### config.mk
export PLATFORM = sky130hd
export DESIGN_NAME = tilelink_arbiter_2x1
export DESIGN_NICKNAME = d
export VERILOG_FILES = /design/src/rtl/tilelink_arbiter_2x1.sv
export SDC_FILE = /design/constraint.sdc
export NUM_CORES = 1
export LEC_CHECK = 0
export CORE_AREA = 2 2 165 167
export CTS_CLUSTER_DIAMETER = 150
export DETAILED_ROUTE_END_ITERATION = 8
export DIE_AREA = 0 0 167 169
export GPL_TIMING_DRIVEN = 0
export SKIP_LAST_GASP = 1
export SLEW_MARGIN = 20
export SYNTH_ARGS = -nofsm -noshare
export SYNTH_HDL_FRONTEND = slang
export SYNTH_SLANG_ARGS = --single-unit
export TNS_END_PERCENT = 50
### constraint.sdc
create_clock -name clock -period 3.8 [get_ports clock]
set_clock_uncertainty 0.15 [all_clocks]
set_input_delay 0.38 -clock clock [delete_from_list [all_inputs] [get_ports clock]]
set_output_delay 0.38 -clock clock [all_outputs]
set_load 0.005 [all_outputs]
### src/rtl/tilelink_arbiter_2x1.sv
// TileLink-UL 2-host to 1-device arbiter with one outstanding transaction,
// round-robin host selection, and a response timeout that makes the block
// answer the host itself with an error.
package tilelink_pkg;
  typedef struct packed {
    logic        a_valid;
    logic [2:0]  a_opcode;
    logic [2:0]  a_param;
    logic [1:0]  a_size;
    logic [7:0]  a_source;
    logic [31:0] a_address;
    logic [3:0]  a_mask;
    logic [31:0] a_data;
    logic        a_ready;
  } tilelink_a;

  typedef struct packed {
    logic        d_valid;
    logic [2:0]  d_opcode;
    logic [2:0]  d_param;
    logic [1:0]  d_size;
    logic [7:0]  d_source;
    logic [0:0]  d_sink;
    logic [31:0] d_data;
    logic        d_error;
    logic        d_ready;
  } tilelink_d;

  localparam logic [2:0] TL_GET             = 3'd4;
  localparam logic [2:0] TL_ACCESS_ACK      = 3'd0;
  localparam logic [2:0] TL_ACCESS_ACK_DATA = 3'd1;
endpackage

module tilelink_arbiter_2x1
  import tilelink_pkg::*;
#(
  parameter int unsigned TIMEOUT_CYCLES = 255
) (
  input  logic      clock,
  input  logic      reset,
  input  tilelink_a h0_tla,
  output logic      h0_a_ready,
  output tilelink_d h0_tld,
  input  logic      h0_d_ready,
  input  tilelink_a h1_tla,
  output logic      h1_a_ready,
  output tilelink_d h1_tld,
  input  logic      h1_d_ready,
  output tilelink_a dev_tla,
  input  logic      dev_a_ready,
  input  tilelink_d dev_tld,
  output logic      dev_d_ready,
  output logic      busy,
  output logic      stale_drop
);

  typedef enum logic [1:0] {IDLE, REQ, RESP, ERR} state_e;

  localparam logic [7:0] TMO_LIMIT = 8'(TIMEOUT_CYCLES);

  state_e    state_q;
  logic      last_grant_q;
  logic      grant_q;
  logic [7:0] tmo_q;
  tilelink_a a_lat_q;

  logic      any_valid;
  logic      win;
  logic      gnt_d_ready;
  logic      d_fire;
  tilelink_d rsp_tld;
  tilelink_d err_tld;

  // Arbitration winner, handshake qualifiers and the two possible host responses
  always_comb begin
    any_valid   = h0_tla.a_valid | h1_tla.a_valid;
    // Both valid: the host not served last wins; otherwise the lone requester.
    win         = (h0_tla.a_valid & h1_tla.a_valid) ? ~last_grant_q : h1_tla.a_valid;
    gnt_d_ready = grant_q ? h1_d_ready : h0_d_ready;
    d_fire      = dev_tld.d_valid & gnt_d_ready;

    rsp_tld         = dev_tld;
    rsp_tld.d_ready = 1'b0;

    err_tld          = '0;
    err_tld.d_valid  = 1'b1;
    err_tld.d_error  = 1'b1;
    err_tld.d_size   = a_lat_q.a_size;
    err_tld.d_source = a_lat_q.a_source;
    err_tld.d_opcode = (a_lat_q.a_opcode == TL_GET) ? TL_ACCESS_ACK_DATA : TL_ACCESS_ACK;
  end

  // Transaction FSM: grant, forward A, wait for D or time out
  always_ff @(posedge clock or posedge reset) begin
    if (reset) begin
      state_q      <= IDLE;
      last_grant_q <= 1'b1;
      grant_q      <= 1'b0;
      tmo_q        <= '0;
      a_lat_q      <= '0;
    end else begin
      case (state_q)
        IDLE: begin
          if (any_valid) begin
            a_lat_q      <= win ? h1_tla : h0_tla;
            grant_q      <= win;
            last_grant_q <= win;
            state_q      <= REQ;
          end
        end
        REQ: begin
          if (dev_a_ready) begin
            tmo_q   <= '0;
            state_q <= RESP;
          end
        end
        RESP: begin
          if (d_fire) begin
            tmo_q   <= '0;
            state_q <= IDLE;
          end else if (tmo_q + 8'd1 == TMO_LIMIT) begin
            tmo_q   <= '0;
            state_q <= ERR;
          end else begin
            tmo_q <= tmo_q + 8'd1;
          end
        end
        ERR: begin
          if (gnt_d_ready) state_q <= IDLE;
        end
        default: state_q <= IDLE;
      endcase
    end
  end

  // Output steering by state
  always_comb begin
    h0_a_ready  = (state_q == IDLE) & h0_tla.a_valid & ~win;
    h1_a_ready  = (state_q == IDLE) & h1_tla.a_valid & win;
    h0_tld      = '0;
    h1_tld      = '0;
    dev_d_ready = 1'b1;
    stale_drop  = 1'b0;
    busy        = (state_q != IDLE);

    dev_tla         = a_lat_q;
    dev_tla.a_valid = (state_q == REQ);
    dev_tla.a_ready = 1'b0;

    case (state_q)
      REQ: dev_d_ready = 1'b0;
      RESP: begin
        dev_d_ready = gnt_d_ready;
        if (grant_q) h1_tld = rsp_tld;
        else         h0_tld = rsp_tld;
      end
      ERR: begin
        stale_drop = dev_tld.d_valid;
        if (grant_q) h1_tld = err_tld;
        else         h0_tld = err_tld;
      end
      default: stale_drop = dev_tld.d_valid;
    endcase
  end

endmodule

==> results of run 1 <==
-- power groups by stage --
| stage | clock [mW] | sequential (mW) | combinational, mW |
|---|---|---|---|
| 6_report | 0.968 | 1.82 | 3.36 |
| 5_1_grt | 1.03 | 1.88 | 3.67 |
| 4_1_cts | 0.994 | 1.82 | 3.44 |
| 3_5_place_dp | 0 | 1.84 | 3.42 |
| 3_3_place_gp | 0 | 1.82 | 3.40 |
| 2_1_floorplan | 0 | 1.80 | 1.23 |
-- worst max-delay path, stage by stage (launching register included) --
cell                              delay, ns
sky130_fd_sc_hd__dfrtp_1               0.43
sky130_fd_sc_hd__inv_1                 0.14
sky130_fd_sc_hd__ha_1                  0.15
sky130_fd_sc_hd__clkbuf_1              0.32
sky130_fd_sc_hd__clkbuf_1              0.42
sky130_fd_sc_hd__clkbuf_2              0.32
sky130_fd_sc_hd__and3_1                0.19
sky130_fd_sc_hd__clkdlybuf4s50_1       0.69
-- path summary, 6_finish.rpt --
check / endpoint / cells past startpoint / startpoint / slack (ns)
worst max-delay path: h1_tld[6] / 7 / state_q[0]$_DFFE_PP0P_ / 0.29
worst min register to register: dev_tla[33]$_DFFE_PP0P_ / 2 / dev_tla[33]$_DFFE_PP0P_ / 0.33
max in group asynchronous: last_grant_q$_DFFE_PP1P_ / 3 / reset / 2.52
worst max register to register: dev_tla[84]$_DFFE_PP0P_ / 6 / state_q[0]$_DFFE_PP0P_ / 1.00
worst min-delay path: dev_tla[17]$_DFFE_PP0P_ / 2 / reset / 0.28
min in group clock: dev_tla[33]$_DFFE_PP0P_ / 2 / dev_tla[33]$_DFFE_PP0P_ / 0.33
-- sequential cells by signal (all words and copies together) (netlist names) --
signal        cells
dev_tla          84
tmo_q             8
state_q           2
grant_q           1
last_grant_q      1
-- stage by stage --
| step | util (%) | hold WS [ns] | total power [mW] | setup TNS (ns) | cells |
|---|---|---|---|---|---|
| 2_1_floorplan | - | 0.3233 | 3.029 | 0 | 593 |
| 3_3_place_gp | 38.14 | 0.3108 | 5.223 | -100.75 | 1351 |
| 3_5_place_dp | 38.28 | 0.3191 | 5.256 | 0 | 1352 |
| 4_1_cts | 39.42 | 0.2917 | 6.253 | 0 | 1368 |
| 5_1_grt | 39.42 | 0.3268 | 6.583 | 0 | 1368 |
| 6_report | 39.42 | 0.2849 | 6.153 | 0 | 1368 |
-- repair_timing --
item / in CTS / in global routing
hold buffers: 0 / 0
resized for setup: 0 / 2
setup endpoints to repair: 0 / 2
-- cells by family after synthesis --
logic type | after synthesis | share of synthesized area, %
compound gates | 135 | 15.40
other cells | 1 | 0.06819
flops | 96 | 43.71
xor+xnor | 2 | 0.3186
simple gates | 204 | 18.50
mux | 89 | 16.22
fa+ha+maj | 6 | 1.365
buf+inv | 58 | 4.414
-- placed cells by master, fill, tap and decap left out, types with 2 or more instances in the layout --
cell type,n
sky130_fd_sc_hd__nor2b_1,2
sky130_fd_sc_hd__nand2_1,97
sky130_fd_sc_hd__o21a_1,2
sky130_fd_sc_hd__a21o_1,6
sky130_fd_sc_hd__nand4_1,2
sky130_fd_sc_hd__mux2i_1,88
sky130_fd_sc_hd__buf_2,11
sky130_fd_sc_hd__buf_4,3
sky130_fd_sc_hd__inv_6,3
sky130_fd_sc_hd__clkinvlp_4,2
sky130_fd_sc_hd__dfrtp_1,95
sky130_fd_sc_hd__xor2_1,2
sky130_fd_sc_hd__nand3_1,5
sky130_fd_sc_hd__clkbuf_1,37
sky130_fd_sc_hd__inv_1,6
sky130_fd_sc_hd__ha_1,6
sky130_fd_sc_hd__o21ai_0,87
sky130_fd_sc_hd__o21bai_1,2
sky130_fd_sc_hd__nor2_1,8
sky130_fd_sc_hd__clkdlybuf4s50_1,417
sky130_fd_sc_hd__conb_1,3
sky130_fd_sc_hd__a22o_1,22
sky130_fd_sc_hd__nor3_1,3
sky130_fd_sc_hd__and3_1,38
sky130_fd_sc_hd__and2_1,41
sky130_fd_sc_hd__o41ai_1,2
sky130_fd_sc_hd__clkbuf_16,9
-- cell type report --
cell class                      instances  area share (%)
Timing Repair Buffer                  418           40.22
Multi-Input combinational cell        439           27.41
Sequential cell                        96           23.01
Tap cell                              341           4.084
Clock buffer                           10           2.192
Buffer                                 51           2.084
Clock inverter                          6          0.7066
Inverter                                7          0.2994
-- per-layer routing --
layer	vias to the layer above	routed length (µm)
met5	-	0
met1	2887	10590
met2	279	13300
met3	30	1967
li1	2931	-
met4	0	609
==> tab_implementation.tex, run 1 <==
\begin{tabular}{lr}
\hline
Metric & Value \\
\hline
\multicolumn{2}{l}{\textbf{Synthesis}} \\
\quad Primary flip-flop cell chosen by synthesis mapping & sky130\_fd\_sc\_hd\_\_dfrtp\_1 \\
\quad Cell variety after synth & 46 \\
\quad Cell with the most instances after synthesis & sky130\_fd\_sc\_hd\_\_nand2\_1 \\
\quad FFs w/ async S/R, synth & 100.0\% \\
\quad Syn\_area\_per\_cell & 9.305 µm² \\
\quad Sequential fraction of the synthesis area & 43.71\% \\
\quad Ranking of synthesized cells by instance count & sky130\_fd\_sc\_hd\_\_nand2\_1, sky130\_fd\_sc\_hd\_\_dfrtp\_1, sky130\_fd\_sc\_hd\_\_mux2i\_1 \\
\quad Post-Synthesis Cells & 591 \\
\quad Cell types occupying the most area after synthesis & sky130\_fd\_sc\_hd\_\_dfrtp\_1, sky130\_fd\_sc\_hd\_\_mux2i\_1, sky130\_fd\_sc\_hd\_\_o21ai\_0, sky130\_fd\_sc\_hd\_\_nand2\_1, sky130\_fd\_sc\_hd\_\_and2\_1 \\
\quad Number of enable flip-flop cells after synthesis & 0 \\
\quad Number of synthesized register bits & 96 \\
\quad Total number of yosys warnings & 0 \\
\quad Area leader, netlist & sky130\_fd\_sc\_hd\_\_dfrtp\_1 \\
\quad Post-synthesis instance area & 5499 µm² \\
\quad Synth top area share & 43.23\% \\
\multicolumn{2}{l}{\textbf{Setup path}} \\
\quad Data arrival time of the worst path & 2.98 ns \\
\quad Critical path capture point type & output pin \\
\quad Required time of the critical path & 3.27 ns \\
\quad Startpoint Class & register \\
\quad Classification of the worst setup path & register to output pin \\
\quad Highest fanout seen on the critical path & 10 \\
\multicolumn{2}{l}{\textbf{Power}} \\
\quad Pleak & 4.480 nW \\
\quad Proportion of power drawn by the clock network & 15.7\% \\
\quad Maximum resistive drop on vdd & 0.3008 mV \\
\quad Sw power & between 2 and 2.5 mW \\
\quad Comb power frac & 54.7\% \\
\quad Cell area power density & slightly below 600 nW/µm² \\
\quad Int Pwr & about 3.8 mW \\
\quad Switching part of the total & 37.86\% \\
\quad Reg power frac & just under 30\% \\
\multicolumn{2}{l}{\textbf{Cells and area}} \\
\quad P\&R area growth vs syn & 89.99\% \\
\quad Combined flip-flop and latch cell area & 2404 µm² \\
\quad Post-route standard cell area excluding fillers & 10450 µm² \\
\quad Number of nets in the layout & 1257 \\
\quad Area used by multi-input combinational logic & about 2900 µm² \\
\quad Antenna diode instance count & 0 \\
\quad Fill cell instance count of the final layout & 2696 \\
\quad Fraction of final layout cells with drive strength greater than 1 & 4.187\% \\
\multicolumn{2}{l}{\textbf{Timing}} \\
\quad Relative max-transition margin & 50.05\% \\
\quad Total count of hold-check failures in the final report & 0 \\
\quad Final Max Slew Viols & 0 \\
\quad Final setup fails & 0 \\
\quad Transition at the pin with the smallest max-transition slack & between 0.7 and 0.8 ns \\
\quad Smallest setup slack after layout & approximately 0.29 ns \\
\quad Peak Freq & 284.5 MHz \\
\quad Crit path time final & 3.515 ns \\
\quad Tcrit/Tclk final & 92.49\% \\
\quad Setup repair after global routing missed its margin & false \\
\multicolumn{2}{l}{\textbf{GRT}} \\
\quad Grt total ovfl & 0 \\
\quad Wire length of the first global-routing pass & 38610 µm \\
\quad Global-route layer with the greatest usage & met2 \\
\quad Met1 Track Usage GR & 21.32\% \\
\quad Initial antenna violation count & 0 \\
\quad Number of global-route vias before repair & 6161 \\
\quad GRT met3 Usage & 4.770\% \\
\quad GRT Resource Usage Total & 18.08\% \\
\quad Met2 Resource Use GR & between 30\% and 40\% \\
\quad Maximum number of pins on one net before global-route repair & between 50 and 60 \\
\multicolumn{2}{l}{\textbf{Clock tree}} \\
\quad Clock-pin transition on the worst setup and hold timing paths & 0.08 ns \\
\quad Clock root buffer master & sky130\_fd\_sc\_hd\_\_clkbuf\_16 \\
\quad Max H-tree Level & 3 \\
\quad Clock net sink count & 96 \\
\quad Later-pin clock latency in the skew report & between 0.3 and 0.4 ns \\
\quad TritonCTS clock tree & done \\
\quad Number of buffers on the longest clock path & 2 \\
\quad Post-CTS Setup Bufs & 0 \\
\quad Inserted Clock Buffers & 9 \\
\multicolumn{2}{l}{\textbf{Placement}} \\
\quad Total cell area at the placement stage & 10140 µm² \\
\quad Half-perimeter wire length after detailed placement & 21780 µm \\
\quad Final weighted congestion in routability-driven placement & 0.8487 \\
\quad Minimum setup slack after placement & around 0.30 ns \\
\quad Port buffer count & 417 \\
\multicolumn{2}{l}{\textbf{Floorplan}} \\
\quad Die Width & 167 µm \\
\quad Boundary Pins & approximately 420 \\
\quad Initial cell density of the core & between 20\% and 30\% \\
\quad Die extent in y & 169 µm \\
\quad Core area & 26500 µm² \\
\quad Placement Rows & 60 \\
\quad Die Footprint & 28220 µm² \\
\multicolumn{2}{l}{\textbf{Worst hold path}} \\
\quad Worst min-delay path class & input port to asynchronous set/reset pin \\
\multicolumn{2}{l}{\textbf{Outcome}} \\
\quad Outcome & complete, no violations \\
\multicolumn{2}{l}{\textbf{Route}} \\
\quad Remaining number of nets flagged by the antenna check after routing & 0 \\
\quad Number of violations reported at the end of detailed-routing iteration 0 & 203 \\
\quad DRC Markers & 0 \\
\quad WL per Instance & 19.34 µm \\
\quad Ratio of routed vias to standard cells & 4.479 \\
\quad Drt total wl & 26460 µm \\
\quad Via count & about 6100 \\
\quad First-pass DRT Iterations & 4 \\
\multicolumn{2}{l}{\textbf{Flow run}} \\
\quad Number of max-cap violations & 0 \\
\hline
\end{tabular}
Power figures use the tool's default switching activity.
==> inputs of run 2 (changes only) <==
--- a/config.mk
+++ b/config.mk
@@ -5,10 +5,10 @@
 export SDC_FILE = /design/constraint.sdc
 export NUM_CORES = 1
 export LEC_CHECK = 0
-export CORE_AREA = 2 2 165 167
+export CORE_AREA = 2 2 167 169
 export CTS_CLUSTER_DIAMETER = 150
 export DETAILED_ROUTE_END_ITERATION = 8
-export DIE_AREA = 0 0 167 169
+export DIE_AREA = 0 0 169 171
 export GPL_TIMING_DRIVEN = 0
 export SKIP_LAST_GASP = 1
 export SLEW_MARGIN = 20
==> constraint.sdc (replaced) <==
create_clock -name clock -period 4.54 [get_ports clock]
set_clock_uncertainty 0.15 [all_clocks]
set_input_delay 0.454 -clock clock [delete_from_list [all_inputs] [get_ports clock]]
set_output_delay 0.454 -clock clock [all_outputs]
set_load 0.005 [all_outputs]
==> tab_implementation.tex, run 2 (synthesis gave the netlist of run 1 again) <==
\begin{tabular}{lr}
\hline
Metric & Value \\
\hline
\multicolumn{2}{l}{\textbf{Floorplan}} \\
\quad Die extent in y & 171 µm \\
\quad Initial cell density of the core & around a fifth \\
\quad Die Width & 169 µm \\
\quad Boundary Pins & 424 \\
\quad Core area & 27320 µm² \\
\quad Die Footprint & approximately 29000 µm² \\
\quad Placement Rows & 61 \\
\multicolumn{2}{l}{\textbf{Clock tree}} \\
\quad Clock-pin transition on the worst setup and hold timing paths & 0.07 ns \\
\quad Number of buffers on the longest clock path & 2 \\
\quad Later-pin clock latency in the skew report & 0.34 ns \\
\quad Clock root buffer master & sky130\_fd\_sc\_hd\_\_clkbuf\_16 \\
\quad Number of buffers inserted for hold repair after clock tree synthesis & 0 \\
\quad Max H-tree Level & 3 \\
\quad TritonCTS clock tree & done \\
\quad Clock net sink count & 96 \\
\quad Inserted Clock Buffers & 9 \\
\quad Number of gates given a new drive strength after cts & 0 \\
\quad Post-CTS Setup Bufs & 0 \\
\multicolumn{2}{l}{\textbf{Flow run}} \\
\quad Number of max-cap violations & 0 \\
\multicolumn{2}{l}{\textbf{Placement}} \\
\quad Half-perimeter wire length after detailed placement & 21620 µm \\
\quad Final weighted congestion in routability-driven placement & 0.8545 \\
\quad Port buffer count & about 420 \\
\quad Total cell area at the placement stage & slightly above 10000 µm² \\
\multicolumn{2}{l}{\textbf{Timing}} \\
\quad Relative max-transition margin & 56.73\% \\
\quad Setup repair after global routing missed its margin & false \\
\quad Crit path time final & 3.634 ns \\
\quad Tcrit/Tclk final & 80.05\% \\
\quad Total count of hold-check failures in the final report & 0 \\
\quad Aggregate negative setup slack & 0 ns \\
\quad Final Max Slew Viols & 0 \\
\quad Peak Freq & 275.2 MHz \\
\quad Transition at the pin with the smallest max-transition slack & 0.6489 ns \\
\quad Final setup fails & 0 \\
\multicolumn{2}{l}{\textbf{GRT}} \\
\quad Initial antenna violation count & 3 \\
\quad Number of global-route vias before repair & 6010 \\
\quad Grt total ovfl & 0 \\
\quad GRT Resource Usage Total & 17.55\% \\
\quad Wire length of the first global-routing pass & 38080 µm \\
\quad Maximum number of pins on one net before global-route repair & 55 \\
\multicolumn{2}{l}{\textbf{Setup path}} \\
\quad Critical path capture point type & output pin \\
\quad Data arrival time of the worst path & 3.03 ns \\
\quad Total buffers and inverters traversed by the critical path & 5 \\
\quad Required time of the critical path & 3.94 ns \\
\quad Cell-by-cell listing of the critical path & clkdlybuf4s50\_1 > a21boi\_0 > clkbuf\_1 > buf\_2 > buf\_2 > nor2\_1 > clkdlybuf4s50\_1 \\
\quad Highest fanout seen on the critical path & 10 \\
\quad Worst-path cell with the longest stage delay & sky130\_fd\_sc\_hd\_\_clkdlybuf4s50\_1 \\
\quad Startpoint Class & input port \\
\quad Slowest stage delay, CP & 0.52 ns \\
\quad Family of cells with the greatest summed delay on the critical path & buffers and inverters \\
\quad Classification of the worst setup path & input port to output pin \\
\multicolumn{2}{l}{\textbf{Route}} \\
\quad DRC Markers & 0 \\
\quad WL per Instance & 19.17 µm \\
\quad Remaining number of nets flagged by the antenna check after routing & 0 \\
\quad Ratio of routed vias to standard cells & 4.411 \\
\quad Drt total wl & 26360 µm \\
\quad Number of violations reported at the end of detailed-routing iteration 0 & $\sim$210 \\
\quad Via count & between 6000 and 7000 \\
\quad First-pass DRT Iterations & 4 \\
\multicolumn{2}{l}{\textbf{Cells and area}} \\
\quad P\&R area growth vs syn & 90.47\% \\
\quad Commonest cells after routing, fill and taps aside & sky130\_fd\_sc\_hd\_\_clkdlybuf4s50\_1, sky130\_fd\_sc\_hd\_\_nand2\_1, sky130\_fd\_sc\_hd\_\_dfrtp\_1 \\
\quad Post-route standard cell area excluding fillers & about 10000 µm² \\
\quad Number of nets in the layout & 1257 \\
\quad Fill cell instance count of the final layout & $\sim$2800 \\
\quad Fraction of final layout cells with drive strength greater than 1 & 4.090\% \\
\quad Number of flip-flops under the largest register name & 84 \\
\quad Leading cell type in the layout, fill and taps excluded & sky130\_fd\_sc\_hd\_\_clkdlybuf4s50\_1 \\
\multicolumn{2}{l}{\textbf{Outcome}} \\
\quad Outcome & complete, no violations \\
\multicolumn{2}{l}{\textbf{Power}} \\
\quad Power, Total & 5.161 mW \\
\quad Cell area power density & 492.7 nW/µm² \\
\quad Maximum resistive drop on vdd & 0.1909 mV \\
\quad Pleak & approximately 4.5 nW \\
\multicolumn{2}{l}{\textbf{Worst hold path}} \\
\quad Worst min-delay path class & register to register \\
\hline
\end{tabular}
==> run 2: cell count changes in the layout (fill, tap and decap cells not counted) <==
cell                         before  now
sky130_fd_sc_hd__bufinv_16        1    2
sky130_fd_sc_hd__clkbuf_2         1    0
sky130_fd_sc_hd__diode_2          0    2
sky130_fd_sc_hd__clkinvlp_4       2    1
sky130_fd_sc_hd__clkinv_2         0    1
sky130_fd_sc_hd__clkbuf_1        37   38
sky130_fd_sc_hd__inv_8            1    0
==> run 2: through the flow <==
| stage | instances | hold slack [ns] | setup WS (ns) | util, % |
|---|---|---|---|---|
| 2_1_floorplan | 593 | 0.3233 | 1.432 | - |
| 3_3_place_gp | 1356 | 0.3096 | -0.3771 | 37.01 |
| 3_5_place_dp | 1357 | 0.3191 | 0.8550 | 37.15 |
| 4_1_cts | 1373 | 0.3343 | 0.8364 | 38.31 |
| 5_1_grt | 1375 | 0.3570 | 0.6359 | 38.33 |
| 6_report | 1375 | 0.3266 | 0.9059 | 38.33 |
==> run 2: report_power, final <==
part | switching, mW | internal, mW
Clock | 0.355 | 0.487
Combinational | 1.29 | 1.52
Sequential | 0.267 | 1.25
==> run 2: final timing paths <==
path	from	slack, ns	end	cells after the start
worst max-delay path	h1_tla[85]	0.91	h0_a_ready	7
max in group asynchronous	reset	3.25	dev_tla[65]$_DFFE_PP0P_	3
worst min register to register	dev_tla[59]$_DFFE_PP0P_	0.33	dev_tla[59]$_DFFE_PP0P_	2
min in group asynchronous	reset	0.39	dev_tla[12]$_DFFE_PP0P_	2
worst min-delay path	dev_tla[59]$_DFFE_PP0P_	0.33	dev_tla[59]$_DFFE_PP0P_	2
worst max register to register	state_q[0]$_DFFE_PP0P_	1.88	dev_tla[84]$_DFFE_PP0P_	6
==> run 2: cell type report <==
class / count / area [µm²] / area share [%]
Timing Repair Buffer: 418 / 4202 / 40.11
Clock buffer: 10 / 229.0 / 2.186
Clock inverter: 6 / 90.09 / 0.8601
Buffer: 51 / 216.5 / 2.067
Antenna cell: 2 / 5.005 / 0.04778
Multi-Input combinational cell: 439 / 2864 / 27.34
Sequential cell: 96 / 2404 / 22.95
Inverter: 7 / 31.28 / 0.2986
Tap cell: 346 / 432.9 / 4.133
==> run 2: per-layer routing <==
metal	wire, µm	vias to the layer above	global-route usage, %
met5	0	-	0
met4	230	0	4.311
met3	1786	10	4.071
met2	13900	266	32.59
met1	10450	2854	20.34
li1	-	2935	-
==> run 2: worst reg2reg max path, stage by stage (launching register included) <==
cell and delay [ns]:
sky130_fd_sc_hd__dfrtp_1 0.42, sky130_fd_sc_hd__inv_1 0.11, sky130_fd_sc_hd__ha_1 0.29, sky130_fd_sc_hd__o21ai_2 0.28, sky130_fd_sc_hd__clkbuf_1 0.57, sky130_fd_sc_hd__clkbuf_1 0.52, sky130_fd_sc_hd__o21ai_0 0.18
==> inputs of run 3 (changes only) <==
--- a/config.mk
+++ b/config.mk
@@ -5,10 +5,10 @@
 export SDC_FILE = /design/constraint.sdc
 export NUM_CORES = 1
 export LEC_CHECK = 0
-export CORE_AREA = 2 2 167 169
+export CORE_AREA = 2 2 163 165
 export CTS_CLUSTER_DIAMETER = 150
 export DETAILED_ROUTE_END_ITERATION = 8
-export DIE_AREA = 0 0 169 171
+export DIE_AREA = 0 0 165 167
 export GPL_TIMING_DRIVEN = 0
 export SKIP_LAST_GASP = 1
 export SLEW_MARGIN = 20
==> constraint.sdc (replaced) <==
create_clock -name clock -period 3.2 [get_ports clock]
set_clock_uncertainty 0.15 [all_clocks]
set_input_delay 0.32 -clock clock [delete_from_list [all_inputs] [get_ports clock]]
set_output_delay 0.32 -clock clock [all_outputs]
set_load 0.005 [all_outputs]
==> tab_implementation.tex, run 3 (synthesis gave the netlist of run 1 again) <==
\begin{tabular}{lr}
\hline
Metric & Value \\
\hline
\multicolumn{2}{l}{\textbf{Power}} \\
\quad Maximum resistive drop on vdd & 0.2750 mV \\
\quad Cell area power density & $\sim$700 nW/µm² \\
\quad Pleak & 4.504 nW \\
\multicolumn{2}{l}{\textbf{Clock tree}} \\
\quad Clock root buffer master & sky130\_fd\_sc\_hd\_\_clkbuf\_16 \\
\quad TritonCTS clock tree & done \\
\quad Clock-pin transition on the worst setup and hold timing paths & 0.07 ns \\
\quad Clock net sink count & 96 \\
\quad Number of buffers inserted for hold repair after clock tree synthesis & 0 \\
\quad Number of buffers on the longest clock path & 2 \\
\quad Inserted Clock Buffers & 9 \\
\quad Later-pin clock latency in the skew report & 0.34 ns \\
\quad Max H-tree Level & 3 \\
\multicolumn{2}{l}{\textbf{Cells and area}} \\
\quad Fraction of final layout cells with drive strength greater than 1 & approximately 5\% \\
\quad Fin util & between 40 and 50\% \\
\quad Commonest cells after routing, fill and taps aside & sky130\_fd\_sc\_hd\_\_clkdlybuf4s50\_1, sky130\_fd\_sc\_hd\_\_nand2\_1, sky130\_fd\_sc\_hd\_\_dfrtp\_1 \\
\quad P\&R area growth vs syn & 90.17\% \\
\quad Leading cell type in the layout, fill and taps excluded & sky130\_fd\_sc\_hd\_\_clkdlybuf4s50\_1 \\
\quad Fill cell instance count of the final layout & approximately 2600 \\
\quad Number of flip-flops under the largest register name & between 80 and 90 \\
\quad Number of nets in the layout & 1255 \\
\multicolumn{2}{l}{\textbf{Timing}} \\
\quad Total count of hold-check failures in the final report & 0 \\
\quad Relative max-transition margin & 57.87\% \\
\quad Peak Freq & 332.7 MHz \\
\quad Transition at the pin with the smallest max-transition slack & 0.6320 ns \\
\quad Crit path time final & roughly 3.0 ns \\
\quad Final setup fails & 0 \\
\quad Hold slack final & just over 0.2 ns \\
\quad Tcrit/Tclk final & 93.93\% \\
\quad Setup repair after global routing missed its margin & false \\
\quad Final Max Slew Viols & 0 \\
\multicolumn{2}{l}{\textbf{Setup path}} \\
\quad Startpoint Class & register \\
\quad Data arrival time of the worst path & 2.54 ns \\
\quad Critical path capture point type & output pin \\
\quad Required time of the critical path & 2.73 ns \\
\quad Reg2Reg Setup Slack & 0.61 ns \\
\quad Classification of the worst setup path & register to output pin \\
\quad Highest fanout seen on the critical path & 10 \\
\multicolumn{2}{l}{\textbf{Route}} \\
\quad Drt total wl & roughly 26000 µm \\
\quad WL per Instance & just under 20 µm \\
\quad Uppermost metal layer occupied by signal nets & met4 \\
\quad Via count & 5983 \\
\quad Amount of wire on met2 after detailed routing & between 10000 and 15000 µm \\
\quad Ratio of routed vias to standard cells & 4.403 \\
\quad Met3 layer wire length in the routed design & 2006 µm \\
\quad Remaining number of nets flagged by the antenna check after routing & 0 \\
\quad DRC Markers & 0 \\
\quad Wire length on met1 & around 10000 µm \\
\quad First-pass DRT Iterations & 4 \\
\quad Number of violations reported at the end of detailed-routing iteration 0 & 218 \\
\multicolumn{2}{l}{\textbf{Floorplan}} \\
\quad Core area & 25760 µm² \\
\quad Die extent in y & 167 µm \\
\quad Die Width & 165 µm \\
\quad Placement Rows & around 60 \\
\quad Die Footprint & roughly 28000 µm² \\
\quad Initial cell density of the core & a little over a fifth \\
\quad Boundary Pins & between 400 and 500 \\
\multicolumn{2}{l}{\textbf{GRT}} \\
\quad GRT Resource Usage Total & 18.46\% \\
\quad Initial antenna violation count & 3 \\
\quad Maximum number of pins on one net before global-route repair & 54 \\
\quad Wire length of the first global-routing pass & 37750 µm \\
\quad Grt total ovfl & 0 \\
\quad Number of global-route vias before repair & 6008 \\
\multicolumn{2}{l}{\textbf{Flow run}} \\
\quad Number of max-cap violations & 0 \\
\multicolumn{2}{l}{\textbf{Placement}} \\
\quad Port buffer count & around 420 \\
\quad Final weighted congestion in routability-driven placement & between 0.8 and 0.9 \\
\quad Half-perimeter wire length after detailed placement & 21490 µm \\
\multicolumn{2}{l}{\textbf{Worst hold path}} \\
\quad Worst min-delay path class & input port to asynchronous set/reset pin \\
\multicolumn{2}{l}{\textbf{Outcome}} \\
\quad Outcome & complete, no violations \\
\hline
\end{tabular}
## run 3: worst paths after layout
path	start	endpoint	cells after the start
worst max-delay path	state_q[0]$_DFFE_PP0P_	h0_tld[38]	5
worst min-delay path	reset	dev_tla[22]$_DFFE_PP0P_	2
worst max register to register	state_q[0]$_DFFE_PP0P_	dev_tla[81]$_DFFE_PP0P_	6
worst min register to register	dev_tla[60]$_DFFE_PP0P_	dev_tla[60]$_DFFE_PP0P_	2
max in group asynchronous	reset	last_grant_q$_DFFE_PP1P_	3
min in group clock	dev_tla[60]$_DFFE_PP0P_	dev_tla[60]$_DFFE_PP0P_	2
## run 3: report_power, final
part / total [mW] / switching (mW) / internal (mW) / leakage (nW)
combinational: 3.97 / 1.80 / 2.16 / 3.16
clock: 1.16 / 0.479 / 0.678 / 0.148
sequential: 2.16 / 0.393 / 1.77 / 1.20
## run 3: critical path, cell delays in order (launching register included)
cell	delay [ns]
sky130_fd_sc_hd__dfrtp_1	0.42
sky130_fd_sc_hd__ha_1	0.23
sky130_fd_sc_hd__nor2b_1	0.31
sky130_fd_sc_hd__clkbuf_1	0.45
sky130_fd_sc_hd__a22o_1	0.27
sky130_fd_sc_hd__clkdlybuf4s50_1	0.52
## run 3: what timing repair did
| action | CTS | global route |
|---|---|---|
| endpoints found under the setup margin | 72 | 61 |
| gates resized for setup | 10 | 2 |
| buffers inserted | 0 | 0 |
| gates cloned | 0 | 0 |
## run 3: per-layer routing
layer  GRT usage [%]  vias up
li1                -     2919
met1           21.17     2790
met2           33.68      252
met3           4.757       22
met4           4.726        0
met5               0        -
## run 3: through the flow
| stage | power, mW | worst slack (ns) | setup TNS (ns) | cells | instance area, µm² |
|---|---|---|---|---|---|
| after floorplan | 3.597 | 0.2263 | 0 | 593 | 5507 |
| after global placement | 6.174 | -1.617 | -160.31 | 1345 | 10100 |
| after detailed placement | 6.214 | -0.2245 | -0.3229 | 1346 | 10140 |
| after CTS | 7.420 | -0.02224 | -0.02224 | 1359 | 10450 |
| after global routing | 7.856 | 0.001473 | 0 | 1358 | 10460 |
| final | 7.287 | 0.1943 | 0 | 1359 | 10460 |
## run 3: area by class of cell
class                   instances  area (µm²)  share of cell area, %
plain buffers                  49       220.2                  2.106
multi-input cells             439        2873                  27.47
clock buffers                   9       225.2                  2.154
inverters                       7       31.28                 0.2991
well taps                     335       419.2                  4.008
flip-flops and latches         96        2404                  22.98
repair buffers                418        4202                  40.18
clock inverters                 5       81.33                 0.7777
diodes                          1       2.502                0.02393
==> RTL change 1: new RTL, config.mk and constraints of run 3 <==
Make the reset (`reset`) synchronous in one clocked block.
--- a/src/rtl/tilelink_arbiter_2x1.sv
+++ b/src/rtl/tilelink_arbiter_2x1.sv
@@ -92,5 +92,5 @@
 
   // Transaction FSM: grant, forward A, wait for D or time out
-  always_ff @(posedge clock or posedge reset) begin
+  always_ff @(posedge clock) begin
     if (reset) begin
       state_q      <= IDLE;
Formal check against the unedited RTL: differs if reset is asserted again (counterexample within 4 cycles, from zero or initial values and one cycle with reset high); with reset held inactive, the same outputs for 4 cycles.
==> RTL change 1 against run 3 <==
Die area is the same. Wire length shrank 6.9%. Total power shrank 16%. Synthesized cell count grew 1.7%. Synthesized area shrank 3.8%. Sequential cell count is the same. Setup slack lost 0.013 ns. Cell area shrank 2.5%. Critical endpoint is now h1_tld[41].
==> RTL change 1: results (changes against run 3) <==
| Metric | Value |
|---|---|
| Share of flip-flops with an asynchronous set or reset | 0% (-100 points) |
| GP Congestion | 0.785 (-2.0%) |
| Port Buffers | 416 (-0.24%) |
| P_leak | 3.96 nW (-12%) |
| Reg2Reg Depth | 7 (+1) |
| Arr. time, crit path | 2.55 ns (about the same) |
| Synth cell types | 44 (-4.3%) |
| Post-synthesis compound-gate area fraction | 20.2% (+4.8 points) |
| Net count, final | 1265 (+0.80%) |
| Cells taking the most area after synthesis | dfxtp_1 36%, mux2i_1 16%, a211oi_1 12%, nor2_1 6.8%, and2_1 4.8% |
| Post-synthesis mux area share | 16.5% (+0.31 points) |
| GRT Total Usage | 17.1% (-1.3 points) |
| Relative slew slack | 51.5% (-6.4 points) |
| Placed cell count | 1354 (+0.59%) |
| Peak VDD IR | 290 uV (+5.4%) |
| CP startpoint | state_q[0] |
| Most used DFF post-synth | dfxtp_1 |
| Hold crit path type | reg -> reg |
| Via density | 4.46 (+1.2%) |
| First-pass GRT wire length | 35900 um (-4.8%) |
| # diodes | 0 (-1) |
| Seq/Total Area, Yosys | 36.3% (-7.4 points) |
| DP Worst Slack | 0.346 ns (+0.570 ns) |
| Post-DP HPWL | 20300 um (-5.4%) |
| Synth cell count leaders | 96 x dfxtp_1, 96 x nor2_1, 86 x mux2i_1, 84 x a211oi_1, 41 x and2_1 |
| Drt wl/cell | 17.9 um (-7.6%) |
| Largest net degree at the start of global routing | 18 (-67%) |
| Adder-cell share of the synthesized area | 1.42% (+0.054 points) |
| Vias in the first global route | 6164 (+2.6%) |
| 1st-iter DRT viols | 236 (+8.3%) |
| Initial antenna violation count | 0 (-3) |
| Status | finished clean |
| Xor and xnor area share after synthesis | 0% (-0.32 points) |
| M2 GR Usage | 31.8% (-1.9 points) |
| Final wirelength | 24500 um (-6.9%) |
| Flop2flop setup slack | 0.74 ns (+0.13 ns) |
| Sw Pwr | 2.22 mW (-17%) |
| Met3 Usage GRT | 5.11% (+0.35 points) |
| Syn Area/Cell | 8.80 um^2 (-5.4%) |
RTL change 1: cell type report:
type | instances | area [um^2]
Buffer | 60 | 298
Clock buffer | 10 | 239
Clock inverter | 6 | 73.8
Fill cell | 2668 | 15600
Inverter | 8 | 30.0
Multi-Input combinational cell | 439 | 3050
Sequential cell | 96 | 1920
Tap cell | 335 | 419
Timing Repair Buffer | 416 | 4160
RTL change 1: through the flow:
stage               hold WS [ns]  setup TNS [ns]  instance area, um^2  power [mW]
global route               0.337         -0.0594                10200        6.57
global placement           0.296               0                 9880        5.04
CTS                        0.323               0                10200        6.22
finish                     0.323               0                10200        6.14
detailed placement         0.305               0                 9880        5.06
floorplan                  0.286               0                 5300        3.19
RTL change 1: worst max path at each step:
| stage | cells after the start | to | slack (ns) |
|---|---|---|---|
| CTS | 6 | h0_tld[7] | 0.009 |
| finish | 6 | h1_tld[41] | 0.18 |
| floorplan | 5 | h0_tld[35] | 1.32 |
| global placement | 6 | h0_tld[39] | 0.37 |
| detailed placement | 6 | h0_tld[38] | 0.35 |
| global route | 6 | h1_tld[41] | -0.02 |
RTL change 1: critical path, stage by stage (launching register included):
cell,delay [ns]
dfxtp_1,0.36
inv_1,0.11
ha_1,0.35
and2_1,0.24
clkbuf_1,0.36
a22o_1,0.23
clkdlybuf4s50_1,0.55
RTL change 1: what timing repair did:
item                                    CTS  global route
gates cloned                              0             0
endpoints found under the setup margin    8            49
gates resized for setup                   1             5
RTL change 1: metal layers:
layer  part of all wire, %  up-vias  wire, um
li1                      -     3025         -
met1                    39     2797      9560
met2                    51      271     12600
met3                   8.7       12      2120
met4                  0.90        0       221
met5                     0        -         0
==> RTL change 2: new RTL, config.mk and constraints of run 3 <==
Made on the original files. Change the parameter `TIMEOUT_CYCLES` from 255 to 128.
--- a/src/rtl/tilelink_arbiter_2x1.sv
+++ b/src/rtl/tilelink_arbiter_2x1.sv
@@ -35,5 +35,5 @@
   import tilelink_pkg::*;
 #(
-  parameter int unsigned TIMEOUT_CYCLES = 255
+  parameter int unsigned TIMEOUT_CYCLES = 128
 ) (
   input  logic      clock,
Function: no difference found for any inputs over 4 cycles, from zero or initial values and one cycle with reset high; that may be too few to reach the edited logic, so the function may still have changed.
==> RTL change 2 against run 3 <==
Wire length decreased by 3.4%. Synthesized area decreased by 0.43%. Cell area about the same. Highest routed layer unchanged. Critical endpoint is now h0_tld[13]. Sequential cell count unchanged. Combinational power increased by 11%. Total power increased by 7.4%. Largest cell class unchanged. Setup slack got worse by 0.050 ns. Maximum frequency decreased by 1.6%. Largest power group unchanged.
==> RTL change 2: results (changes against run 3) <==
| Metric | Value |
|---|---|
| #MultiIn Comb | 426 (-3.0%) |
| Fraction of area in multi-input gates | 27.0% (-0.48 points) |
| Net count, final | 1240 (-1.2%) |
| P_leak | 4.53 nW (+0.65%) |
| First-pass GRT wire length | 36300 um (-3.8%) |
| Hold WS | 0.141 ns (-0.0662 ns) |
| Non-clock buffer share | 42.5% (+0.24 points) |
| Cts repair resizes | 5 (-5) |
| Non-clk invs | 6 (-1) |
| Layout fillers | 2634 (+1.3%) |
| Logic power comb | 4.41 mW (+11%) |
| Status | finished clean |
| Post-layout power | 7.83 mW (+7.4%) |
| 1st-iter DRT viols | 216 (-0.92%) |
| Worst r2r dst | dev_tla[77] |
| Post-DP HPWL | 20600 um (-4.0%) |
| GRT Total Usage | 17.8% (-0.70 points) |
| Largest net degree at the start of global routing | 73 (+35%) |
| Final wirelength | 25400 um (-3.4%) |
| Syn Area/Cell | 9.52 um^2 (+2.3%) |
| Post-route clock period utilization | 95.5% (+1.6 points) |
| Flop2flop setup slack | 0.66 ns (+0.05 ns) |
| # clk buffers | 11 (+2) |
| GP Congestion | 0.793 (-1.0%) |
| Synth cell count leaders | 95 x dfrtp_1, 91 x nand2_1, 87 x mux2i_1, 76 x o21ai_1, 41 x and2_1 |
| P_clk | 1.24 mW (+7%) |
| Least-Margin Pin Slew | 0.677 ns (+0.0449 ns) |
| Via density | 4.39 (-0.27%) |
| Vias | 5910 (-1.2%) |
-- RTL change 2: cell count changes after synthesis, sizes merged, moves of 3 or more --
cell / delta
clkbuf: -13
buf: +11
nand2: -6
nor3: -4
a21oi: +3
-- RTL change 2: worst max-delay path, delay by kind of cell, from the launching register on --
family,cells,cell delay [ns]
fa+ha+maj,1,0.33
buf+inv,3,0.97
simple gates,2,0.49
flops,1,0.44
-- RTL change 2: kinds of logic after synthesis --
kind of cell    synth area share [%]
simple gates                    17.9
buf+inv                         4.82
compound gates                  15.3
fa+ha+maj                       1.14
flops                           43.9
xor+xnor                       0.320
other cells                   0.0685
mux                             16.5
-- RTL change 2: layer usage --
| layer | part of all wire [%] | global-route usage [%] | up-vias |
|---|---|---|---|
| met5 | 0 | 0 | - |
| met4 | 1.7 | 4.84 | 0 |
| met3 | 7.6 | 4.08 | 19 |
| met2 | 52 | 32.8 | 252 |
| met1 | 39 | 20.2 | 2772 |
| li1 | - | - | 2867 |
